--- config.mk ---
export PLATFORM = sky130hd
export DESIGN_NAME = fetch_pc_gen_flat
export DESIGN_NICKNAME = d
export VERILOG_FILES = /design/src/rtl/fetch_pc_gen_if.sv /design/src/rtl/fetch_pc_gen.sv /design/src/flat_wrapper.sv
export SDC_FILE = /design/constraint.sdc
export NUM_CORES = 1
export LEC_CHECK = 0
export CORE_UTILIZATION = 46
export DETAILED_ROUTE_END_ITERATION = 12
export GPL_ROUTABILITY_DRIVEN = 0
export PLACE_DENSITY = 0.86
export SETUP_SLACK_MARGIN = 0.05
export SLEW_MARGIN = 10
export SYNTH_ARGS = -nofsm -noshare
export SYNTH_HDL_FRONTEND = slang
export SYNTH_SLANG_ARGS = --single-unit
--- constraint.sdc ---
create_clock -name clk -period 5.7 [get_ports clk]
set_clock_uncertainty 0.1 [all_clocks]
set_input_delay 1.14 -clock clk [delete_from_list [all_inputs] [get_ports clk]]
set_output_delay 1.14 -clock clk [all_outputs]
set_load 0.01 [all_outputs]
--- src/rtl/fetch_pc_gen_if.sv ---
// fetch_pc_gen_if: fetch-group handshake and redirect bus between the PC generator and its neighbours.
interface fetch_pc_gen_if #(
  parameter int ADDR_WIDTH  = 32,
  parameter int FETCH_WIDTH = 2,
  parameter int EPOCH_WIDTH = 3
);
  logic                   fetch_ready;
  logic                   exception_taken;
  logic [ADDR_WIDTH-1:0]  exception_address;
  logic                   branch_taken;
  logic [ADDR_WIDTH-1:0]  branch_address;
  logic                   fetch_valid;
  logic [ADDR_WIDTH-1:0]  fetch_pc;
  logic [FETCH_WIDTH-1:0] fetch_mask;
  logic                   fetch_misaligned;
  logic [EPOCH_WIDTH-1:0] fetch_epoch;
  modport master (
    input  fetch_ready, exception_taken, exception_address, branch_taken, branch_address,
    output fetch_valid, fetch_pc, fetch_mask, fetch_misaligned, fetch_epoch
  );
  modport slave (
    output fetch_ready, exception_taken, exception_address, branch_taken, branch_address,
    input  fetch_valid, fetch_pc, fetch_mask, fetch_misaligned, fetch_epoch
  );
endinterface

--- src/rtl/fetch_pc_gen.sv ---
// fetch_pc_gen: aligned fetch-group address generator with prioritised redirects and epoch tagging.
module fetch_pc_gen #(
  parameter int                    ADDR_WIDTH   = 32,
  parameter int                    FETCH_WIDTH  = 2,
  parameter int                    INST_BYTES   = 4,
  parameter logic [ADDR_WIDTH-1:0] RESET_VECTOR = 32'hbfc0_0000,
  parameter int                    EPOCH_WIDTH  = 3
) (
  input logic            clk,
  input logic            rst_n,
  fetch_pc_gen_if.master bus
);
  localparam int G  = FETCH_WIDTH * INST_BYTES;
  localparam int IB = $clog2(INST_BYTES);
  typedef enum logic [1:0] {BOOT, RUN, FAULT} state_t;
  state_t                 state_q, state_d;
  logic [ADDR_WIDTH-1:0]  pc_q, pc_d, base, off;
  logic [EPOCH_WIDTH-1:0] epoch_q, epoch_d;
  logic                   redir, accept, mis;
  always_comb begin
    redir   = bus.exception_taken | bus.branch_taken;
    mis     = (pc_q & ADDR_WIDTH'(INST_BYTES - 1)) != '0;
    accept  = state_q == RUN && bus.fetch_ready;
    base    = pc_q & ~ADDR_WIDTH'(G - 1);
    off     = (pc_q & ADDR_WIDTH'(G - 1)) >> IB;
    state_d = (redir || state_q == BOOT) ? RUN : (accept && mis) ? FAULT : state_q;
    pc_d    = redir ? (bus.exception_taken ? bus.exception_address : bus.branch_address)
            : (accept && !mis) ? base + ADDR_WIDTH'(G) : pc_q;
    epoch_d = epoch_q + EPOCH_WIDTH'(redir);
  end
  always_ff @(posedge clk or negedge rst_n)
    if (!rst_n) begin
      state_q <= BOOT;
      pc_q    <= RESET_VECTOR;
      epoch_q <= '0;
    end else begin
      state_q <= state_d;
      pc_q    <= pc_d;
      epoch_q <= epoch_d;
    end
  assign bus.fetch_valid      = state_q == RUN;
  assign bus.fetch_pc         = pc_q;
  assign bus.fetch_misaligned = mis;
  assign bus.fetch_epoch      = epoch_q;
  for (genvar i = 0; i < FETCH_WIDTH; i++) begin : g_mask
    assign bus.fetch_mask[i] = !mis && ADDR_WIDTH'(i) >= off;
  end
endmodule

--- src/flat_wrapper.sv ---
// flat-port wrapper written by rule: the top's interface ports become plain ports
module fetch_pc_gen_flat 
#(
  parameter int                    ADDR_WIDTH   = 32,
  parameter int                    FETCH_WIDTH  = 2,
  parameter int                    INST_BYTES   = 4,
  parameter logic [ADDR_WIDTH-1:0] RESET_VECTOR = 32'hbfc0_0000,
  parameter int                    EPOCH_WIDTH  = 3
)
  (clk, rst_n, bus_fetch_ready, bus_exception_taken, bus_exception_address, bus_branch_taken, bus_branch_address, bus_fetch_valid, bus_fetch_pc, bus_fetch_mask, bus_fetch_misaligned, bus_fetch_epoch);
  fetch_pc_gen_if #(.ADDR_WIDTH(ADDR_WIDTH), .FETCH_WIDTH(FETCH_WIDTH), .EPOCH_WIDTH(EPOCH_WIDTH)) bus_i ();
  input logic clk;
  input logic rst_n;
  input wire logic [$bits(bus_i.fetch_ready)-1:0] bus_fetch_ready;
  input wire logic [$bits(bus_i.exception_taken)-1:0] bus_exception_taken;
  input wire logic [$bits(bus_i.exception_address)-1:0] bus_exception_address;
  input wire logic [$bits(bus_i.branch_taken)-1:0] bus_branch_taken;
  input wire logic [$bits(bus_i.branch_address)-1:0] bus_branch_address;
  output wire logic [$bits(bus_i.fetch_valid)-1:0] bus_fetch_valid;
  output wire logic [$bits(bus_i.fetch_pc)-1:0] bus_fetch_pc;
  output wire logic [$bits(bus_i.fetch_mask)-1:0] bus_fetch_mask;
  output wire logic [$bits(bus_i.fetch_misaligned)-1:0] bus_fetch_misaligned;
  output wire logic [$bits(bus_i.fetch_epoch)-1:0] bus_fetch_epoch;
  assign bus_i.fetch_ready = bus_fetch_ready;
  assign bus_i.exception_taken = bus_exception_taken;
  assign bus_i.exception_address = bus_exception_address;
  assign bus_i.branch_taken = bus_branch_taken;
  assign bus_i.branch_address = bus_branch_address;
  assign bus_fetch_valid = bus_i.fetch_valid;
  assign bus_fetch_pc = bus_i.fetch_pc;
  assign bus_fetch_mask = bus_i.fetch_mask;
  assign bus_fetch_misaligned = bus_i.fetch_misaligned;
  assign bus_fetch_epoch = bus_i.fetch_epoch;
  fetch_pc_gen #(.ADDR_WIDTH(ADDR_WIDTH), .FETCH_WIDTH(FETCH_WIDTH), .INST_BYTES(INST_BYTES), .RESET_VECTOR(RESET_VECTOR), .EPOCH_WIDTH(EPOCH_WIDTH)) u_core (.clk(clk), .rst_n(rst_n), .bus(bus_i));
endmodule
==> flow_summary_export.csv, run 1 <==
group,metric,value,unit
sta,setup_ws,2480,ps
sta,finalCriticalPeriod,3220,ps
sta,finalSetupViolCount,0,
yosys,syn-num-nets,390,
finish,final_cell_mix,"clkdlybuf4s50_1 (106), nand2_1 (47), a21oi_1 (30)",
clock_network,cts_made_buffers,5,
die,row_count,26,
route,drt_iter0_drc,285,
grt,overflow,0,
worst_setup_path,required,5810,ps
yosys,ys_types,52,
clock_network,clockBufferDepth,2,
sta,fin_crit_sh,56.4,%
finish,register_area,937,um2
power_and_ir_drop,power.density,239,mW/mm2
sta,relSlewSlack,41.9,%
hold_path,min_path_type,"reg2reg",
power_and_ir_drop,seqPwrFrac,38.9,%
die,core,0.00524,mm2
sta,tightest_slew,869,ps
sta,report.final.slew_viol_count,0,
finish,fillers,401,
route,drc,0,
power_and_ir_drop,leakagePower,1.52,nW
clock_network,clk-insertion-delay-late,310,ps
route,antenna_left,0,
power_and_ir_drop,p_switching,0.268,mW
sta,rsz0062_at_grt,"false",
yosys,yosysWarnings,0,
placed_design,portBuffers,107,
placed_design,place_ws,2220,ps
grt,grt_max_degree,38,
route,wire_per_inst,17.2,um
sta,hold_violations,0,
sta,whs,365,ps
die,die_h,76.7,um
yosys,synth-seq-cells,37,
grt,grt_usage,29.1,%
clock_network,cts_tree,"yes",
route,drt_first_pass_iters,5,
finish,drive_gt1_share,6.99,%
yosys,synthArstFlopShare,100,%
yosys,synth-adder-area-share,1.46,%
worst_setup_path,cp.arrival,3330,ps
grt,grt_first_pass_wirelength,13800,um
route,vias,2976,
yosys,syn_inst,318,
power_and_ir_drop,power_frac_comb,30.4,%
power_and_ir_drop,internal_power,0.638,mW
worst_setup_path,cp-start-kind,"input pin",
sta,fmax,311,MHz
route,vias_per_cell,6.14,
worst_setup_path,critical_path.max_fanout,19,
yosys,synth-compound-area-share,27.1,%
finish,fin_nets,486,
finish,area.growth.synth_to_final,47.6,%
clock_network,clock-root-buffer,"clkbuf_8",
run,maxCapViolCount,0,
yosys,synth-main-ff-cell,"dfrtp_1",
placed_design,dp_hpwl,5780,um
clock_network,cts_sinks,37,
yosys,synthSimpleGateAreaFrac,27.9,%
clock_network,hold_buffers,0,
power_and_ir_drop,ir_drop,0.140,mV
worst_setup_path,critPathKind,"in2reg",
route,wl,8320,um
grt,grt_antenna_before_repair,0,
power_and_ir_drop,switching_share,29.6,%
finish,layout_commonest_cell,"clkdlybuf4s50_1",
finish,post-route-util,72.4,%
die,start_util,49.0,%
clock_network,cts_max_level,2,
die,die_area,0.00589,mm2
run_status,outcome,"finished clean",
sta,final.setup.tns,0,ps
yosys,synth_top_family_by_area,"simple AND/OR/NAND/NOR gates",
finish,multi_input_area,0.00152,mm2
clock_network,cts_resized,0,
die,die_w,76.7,um
yosys,synth_xor_xnor_area_share,0.682,%
clock_network,post-cts-setup-buffers,0,
power_and_ir_drop,clkPwrFrac,30.7,%
yosys,synth.avg_cell_area,8.08,um2
finish,n_antenna_cell,0,
clock_network,clk_pin_slew,70,ps
die,ioPinCount,108,
yosys,synthMuxAreaShare,2.00,%
yosys,ys_seq_area_share,36.5,%
yosys,synth_edf_count,0,
grt,grt_pass1_vias,2855,
yosys,netlist_area,0.00257,mm2
worst_setup_path,end_kind,"register",
through the flow:
step | total power [mW] | area, um2 | cells
2_1_floorplan | 0.469 | 2570 | 318
3_3_place_gp | 0.623 | 3660 | 477
3_5_place_dp | 0.630 | 3660 | 477
4_1_cts | 0.905 | 3790 | 485
5_1_grt | 0.944 | 3790 | 485
6_report | 0.906 | 3790 | 485
worst max-delay path: stages:
cell,delay (ps)
clkdlybuf4s50_1,480
nand2_1,110
nor3_4,680
nand2_2,180
or4_1,520
a31oi_1,200
worst paths after layout:
kind | startpoint | endpoint | slack (ps) | cells after the start
hold reg to reg | u_core.bus.fetch_epoch[2] | u_core.bus.fetch_epoch[2] | 360 | 1
setup reg to reg | u_core.bus.fetch_pc[1] | u_core.bus.fetch_pc[30] | 3120 | 5
min in group asynchronous | rst_n | u_core.bus.fetch_pc[8] | 830 | 1
setup / recovery | bus_fetch_ready | u_core.bus.fetch_pc[30] | 2480 | 6
hold / removal | u_core.bus.fetch_epoch[2] | u_core.bus.fetch_epoch[2] | 360 | 1
max in group asynchronous | rst_n | u_core.bus.fetch_epoch[2] | 4130 | 1
sequential cells by signal, indices dropped and copies added (netlist names):
name,flops
u_core.bus.fetch_pc,32
u_core.bus.fetch_epoch,3
u_core.state_q,2
metal layers:
metal / part of all wire (%) / global-route usage, % / vias to the layer above
li1: - / - / 1375
met2: 49 / 48.9 / 176
met3: 9.1 / 5.48 / 20
met5: 0 / 0 / -
met1: 40 / 38.1 / 1405
met4: 1.9 / 8.08 / 0
final cells by class:
cell class / count / area share (%)
flip-flops and latches: 37 / 24.7
well taps: 70 / 2.31
multi-input cells: 253 / 40.1
repair buffers: 110 / 28.7
clock inverters: 3 / 1.72
inverters: 7 / 0.693
clock buffers: 5 / 1.81
cells by family after synthesis:
group	Yosys count
buffers and inverters	28
multiplexers	5
AND/OR/NAND/NOR	135
flip-flops	37
AO/OA/AOI/OAI	108
adder cells (fa/ha/maj)	3
XOR/XNOR	2
cell usage after synthesis, drive strengths merged (2+ instances only):
cell | count | area (um2)
a211o | 2 | 17.5
a21oi | 30 | 150
a221o | 2 | 20.0
a221oi | 2 | 17.5
a22o | 2 | 17.5
a2bb2oi | 9 | 78.8
a311oi | 3 | 26.3
a31oi | 12 | 75.1
and2 | 8 | 50.1
and3 | 14 | 87.6
and4 | 3 | 26.3
buf | 7 | 32.5
clkbuf | 14 | 53.8
dfrtp | 28 | 701
dfstp | 9 | 236
ha | 3 | 37.5
inv | 7 | 26.3
mux2i | 4 | 40.0
nand2 | 48 | 183
nand3 | 15 | 80.1
nand4 | 10 | 62.6
nor2 | 17 | 63.8
nor2b | 2 | 12.5
nor3 | 8 | 62.6
nor4 | 2 | 27.5
o21a | 4 | 30.0
o21ai | 27 | 135
o22a | 3 | 26.3
o31ai | 4 | 30.0
or3 | 3 | 18.8
power by group through the flow:
stage | combinational (mW) | clock [mW] | sequential, mW
5_1_grt | 0.297 | 0.289 | 0.358
3_3_place_gp | 0.268 | 0 | 0.354
2_1_floorplan | 0.106 | 0 | 0.363
6_report | 0.276 | 0.278 | 0.353
3_5_place_dp | 0.275 | 0 | 0.355
4_1_cts | 0.276 | 0.277 | 0.351
Note: power is estimated with default switching activity, not from simulation.
==> run 2: changes to the inputs <==
Settings changed: CORE_UTILIZATION 46 to 39, PLACE_DENSITY 0.86 to 0.77.
Clock period 5.7 ns to 2.8 ns, I/O delays scaled along.
==> flow_summary_export.csv, run 2 (synthesized netlist as in run 1, its figures left out) <==
group,metric,value,unit
placed_design,dp_hpwl,6190,um
finish,fin_cells,502,
run,maxCapViolCount,0,
worst_setup_path,crit_start,"u_core.bus.fetch_pc[1]",
sta,report.final.slew_viol_count,0,
clock_network,clock-root-buffer,"clkbuf_8",
clock_network,cts_tree,"yes",
hold_path,min_path_type,"in2async",
sta,finalSetupViolCount,0,
sta,relSlewSlack,42.5,%
die,core,0.00635,mm2
power_and_ir_drop,ir_drop,0.201,mV
sta,finalCriticalPeriod,2360,ps
worst_setup_path,r2r_slack,540,ps
route,vias_per_cell,5.92,
route,vias,2970,
grt,met1_usage,32.0,%
clock_network,cts_resized,0,
sta,whs,278,ps
power_and_ir_drop,leakagePower,1.54,nW
die,die_h,83.2,um
clock_network,hold_buffers,0,
sta,rsz0062_at_grt,"false",
grt,grt_usage,24.6,%
finish,layout_commonest_cell,"clkdlybuf4s50_1",
route,drt_first_pass_iters,5,
grt,busiest_layer,"met2",
die,start_util,40.5,%
worst_setup_path,critPathKind,"reg2out",
route,wl,8500,um
grt,overflow,0,
grt,grt_util_met2,40.5,%
die,ioPinCount,108,
die,die_area,0.00691,mm2
grt,grt_pass1_vias,2866,
die,row_count,29,
sta,hold_violations,0,
die,die_w,83.2,um
clock_network,cts_sinks,37,
sta,fin_crit_sh,84.2,%
route,drt_iter0_drc,214,
worst_setup_path,critical_path.max_fanout,6,
grt,grt_antenna_before_repair,0,
route,drc,0,
finish,final_cell_mix,"clkdlybuf4s50_1 (106), nand2_1 (47), a21oi_1 (30)",
sta,final.setup.tns,0,ps
worst_setup_path,cp-start-kind,"register",
finish,area.growth.synth_to_final,48.8,%
clock_network,cts_made_buffers,5,
finish,largest_register_ffs,32,
clock_network,clockBufferDepth,2,
clock_network,clk-insertion-delay-late,290,ps
worst_setup_path,required,2140,ps
route,wire_per_inst,16.9,um
placed_design,dp.cells,494,
grt,grt_first_pass_wirelength,13700,um
worst_setup_path,end_kind,"output pin",
power_and_ir_drop,power.density,436,mW/mm2
placed_design,portBuffers,107,
route,antenna_left,0,
grt,grtUsageMet3,5.47,%
sta,tightest_slew,863,ps
clock_network,cts_max_level,2,
finish,fin_nets,496,
run_status,outcome,"finished clean",
clock_network,post-cts-setup-buffers,0,
worst_setup_path,cp.arrival,1700,ps
finish,n_antenna_cell,0,
worst_setup_path,r2r-start,"u_core.bus.fetch_pc[10]",
grt,grt_max_degree,38,
sta,fmax,424,MHz
finish,drive_gt1_share,8.47,%
clock_network,clk_pin_slew,70,ps
## run 2: area by class of cell
type | count | area, um2
fill | 557 | 2530
multi-input combinational | 253 | 1520
timing repair buffer | 120 | 1160
sequential | 37 | 937
tap | 77 | 96.3
clock buffer | 8 | 80.1
inverter | 7 | 26.3
## run 2: per-stage QoR
step | power (mW) | worst slack, ps | instance area [um2] | util [%]
final | 1.67 | 443 | 3820 | 60.2
after global routing | 1.75 | 365 | 3820 | 60.2
after CTS | 1.67 | 441 | 3820 | 60.2
after detailed placement | 1.30 | 254 | 3740 | 58.9
after global placement | 1.28 | 309 | 3740 | 58.9
after floorplan | 0.955 | 776 | 2570 | -
## run 2: critical path, stage by stage, from the launching register on
cell and delay [ps]:
dfrtp_1 400, or2_1 340, nor2_1 120, clkdlybuf4s50_1 540
## run 2: worst paths after layout
check                                            endpoint  depth (start not counted)
min in group clk                u_core.bus.fetch_epoch[2]                          1
worst max register to register    u_core.bus.fetch_pc[30]                          5
max in group asynchronous         u_core.bus.fetch_pc[20]                          1
worst max-delay path                    bus_fetch_mask[0]                          3
worst min-delay path              u_core.bus.fetch_pc[16]                          1
worst min register to register  u_core.bus.fetch_epoch[2]                          1
## run 2: report_power, final
| group | switching [mW] | internal, mW | leakage [nW] | total, mW |
|---|---|---|---|---|
| logic | 0.245 | 0.332 | 1.06 | 0.577 |
| registers | 0.0984 | 0.623 | 0.441 | 0.721 |
| clock network | 0.192 | 0.177 | 0.0395 | 0.369 |
## run 2: per-layer routing
layer / share of wire (%) / wire, um
met1: 43 / 3680
met2: 46 / 3950
met3: 8.2 / 694
met4: 2.0 / 174
met5: 0 / 0
==> run 3: changes to the inputs <==
Settings changed: CORE_UTILIZATION 39 to 43, PLACE_DENSITY 0.77 to 0.81.
Clock period 2.8 ns to 2.2 ns, I/O delays scaled along.
==> flow_summary_export.csv, run 3 (synthesized netlist as in run 1, its figures left out) <==
group,metric,value,unit
run_status,outcome,"finished clean",
route,wire_per_inst,16.4,um
die,core,0.00564,mm2
worst_setup_path,critical_path.max_fanout,5,
die,ioPinCount,108,
power_and_ir_drop,ir_drop,0.368,mV
finish,multi_input_area,0.00155,mm2
placed_design,place_ws,-52.3,ps
worst_setup_path,slowest_delay,420,ps
worst_setup_path,cp-start-kind,"register",
grt,grt_usage,28.2,%
clock_network,cts_max_level,2,
sta,report.final.slew_viol_count,0,
die,die_area,0.00629,mm2
worst_setup_path,critPathKind,"reg2reg",
finish,largest_register_ffs,32,
route,antenna_left,0,
route,drt_iter0_drc,236,
die,start_util,45.5,%
clock_network,cts_tree,"yes",
grt,grt_max_degree,38,
clock_network,clock-root-buffer,"clkbuf_8",
sta,finalSetupViolCount,0,
worst_setup_path,cp.arrival,2180,ps
clock_network,cts_sinks,37,
sta,fmax,480,MHz
finish,area.growth.synth_to_final,55.8,%
route,drc,0,
sta,rsz0062_at_grt,"true",
clock_network,clk_pin_slew,70,ps
sta,final.setup.tns,0,ps
die,die_h,79.3,um
finish,final_cell_mix,"clkdlybuf4s50_1 (104), nand2_1 (47), buf_4 (34)",
power_and_ir_drop,leakagePower,1.68,nW
worst_setup_path,path_cells,"ha_2, nand4_1, nor3_4, and4_4, buf_4, a21oi_1, nand4b_1",
worst_setup_path,crit_path_top_delay_cell,"dfrtp_1",
sta,relSlewSlack,55.8,%
finish,n_antenna_cell,0,
route,wl,8520,um
sta,tightest_slew,660,ps
finish,drive_gt1_share,13.9,%
power_and_ir_drop,power.density,534,mW/mm2
sta,hold_violations,0,
sta,setup_ws,117,ps
placed_design,dp_hpwl,6350,um
die,die_w,79.3,um
clock_network,clk-insertion-delay-late,290,ps
finish,layout_commonest_cell,"clkdlybuf4s50_1",
clock_network,clockBufferDepth,2,
grt,overflow,0,
run,maxCapViolCount,0,
route,vias_per_cell,5.88,
grt,grt_pass1_vias,2858,
route,vias,3046,
grt,grt_antenna_before_repair,0,
finish,fillers,475,
sta,fin_crit_sh,94.7,%
worst_setup_path,required,2300,ps
finish,fin_nets,517,
clock_network,cts_made_buffers,5,
route,drt_first_pass_iters,5,
finish,register_area,937,um2
worst_setup_path,end_kind,"register",
grt,grt_first_pass_wirelength,13700,um
hold_path,min_path_type,"in2async",
die,row_count,27,
placed_design,portBuffers,107,
sta,finalCriticalPeriod,2080,ps
## run 3: cell count changes in the layout (fill, tap and decap cells not counted), moves of 2 or more
cell | previous run | this run
clkdlybuf4s50_1 | 106 | 104
a221oi_1 | 2 | 0
buf_4 | 13 | 34
a221oi_2 | 0 | 2
## run 3: critical path: cells and delay by family (launching register included)
kind / cells / cell delay [ps]
compound gates: 1 / 50
fa+ha+maj: 1 / 230
buf+inv: 1 / 140
flops: 1 / 420
simple gates: 4 / 1050
## run 3: per-stage QoR
step                      hold WS [ps]  std cells  util (%)  power, mW  cell area [um2]
after global placement             357        507      68.6       1.65             3870
after detailed placement           363        507      68.6       1.67             3870
after floorplan                   44.4        318         -       1.21             2570
after CTS                          115        515      70.1       2.14             3950
after global routing               142        518      70.9       2.26             4000
final                             98.1        518      70.9       2.14             4000
## run 3: repair_timing
item	4_1_cts	5_1_grt
pin swaps	0	3
setup buffers	0	3
resized for setup	2	7
hold buffers	0	0
setup endpoints to repair	2	9
## run 3: cell type report
cell class / count / area share (%)
Clock buffer: 8 / 2.00
Inverter: 7 / 0.657
Timing Repair Buffer: 141 / 33.1
Multi-Input combinational cell: 253 / 38.6
Tap cell: 72 / 2.25
Sequential cell: 37 / 23.4
## run 3: worst paths after layout
path | endpoint | cells past startpoint | startpoint | slack (ps)
max | u_core.bus.fetch_pc[31] | 7 | u_core.bus.fetch_pc[4] | 120
min | u_core.bus.fetch_epoch[2] | 2 | rst_n | 100
max reg2reg | u_core.bus.fetch_pc[31] | 7 | u_core.bus.fetch_pc[4] | 120
min reg2reg | u_core.bus.fetch_epoch[2] | 1 | u_core.bus.fetch_epoch[2] | 370
max in group asynchronous | u_core.bus.fetch_pc[23] | 2 | rst_n | 1530
min in group clk | u_core.bus.fetch_epoch[2] | 1 | u_core.bus.fetch_epoch[2] | 370
## run 3: layer usage
metal | track usage, % | share of wire, % | vias up
li1 | - | - | 1441
met1 | 36.0 | 43 | 1463
met2 | 46.3 | 48 | 132
met3 | 7.13 | 7.5 | 10
met4 | 9.09 | 1.0 | 0
met5 | 0 | 0 | -
## run 3: power by group
part | leakage [nW] | switching (mW) | internal [mW]
combinational | 1.20 | 0.318 | 0.446
sequential | 0.441 | 0.114 | 0.792
clock | 0.0395 | 0.242 | 0.225
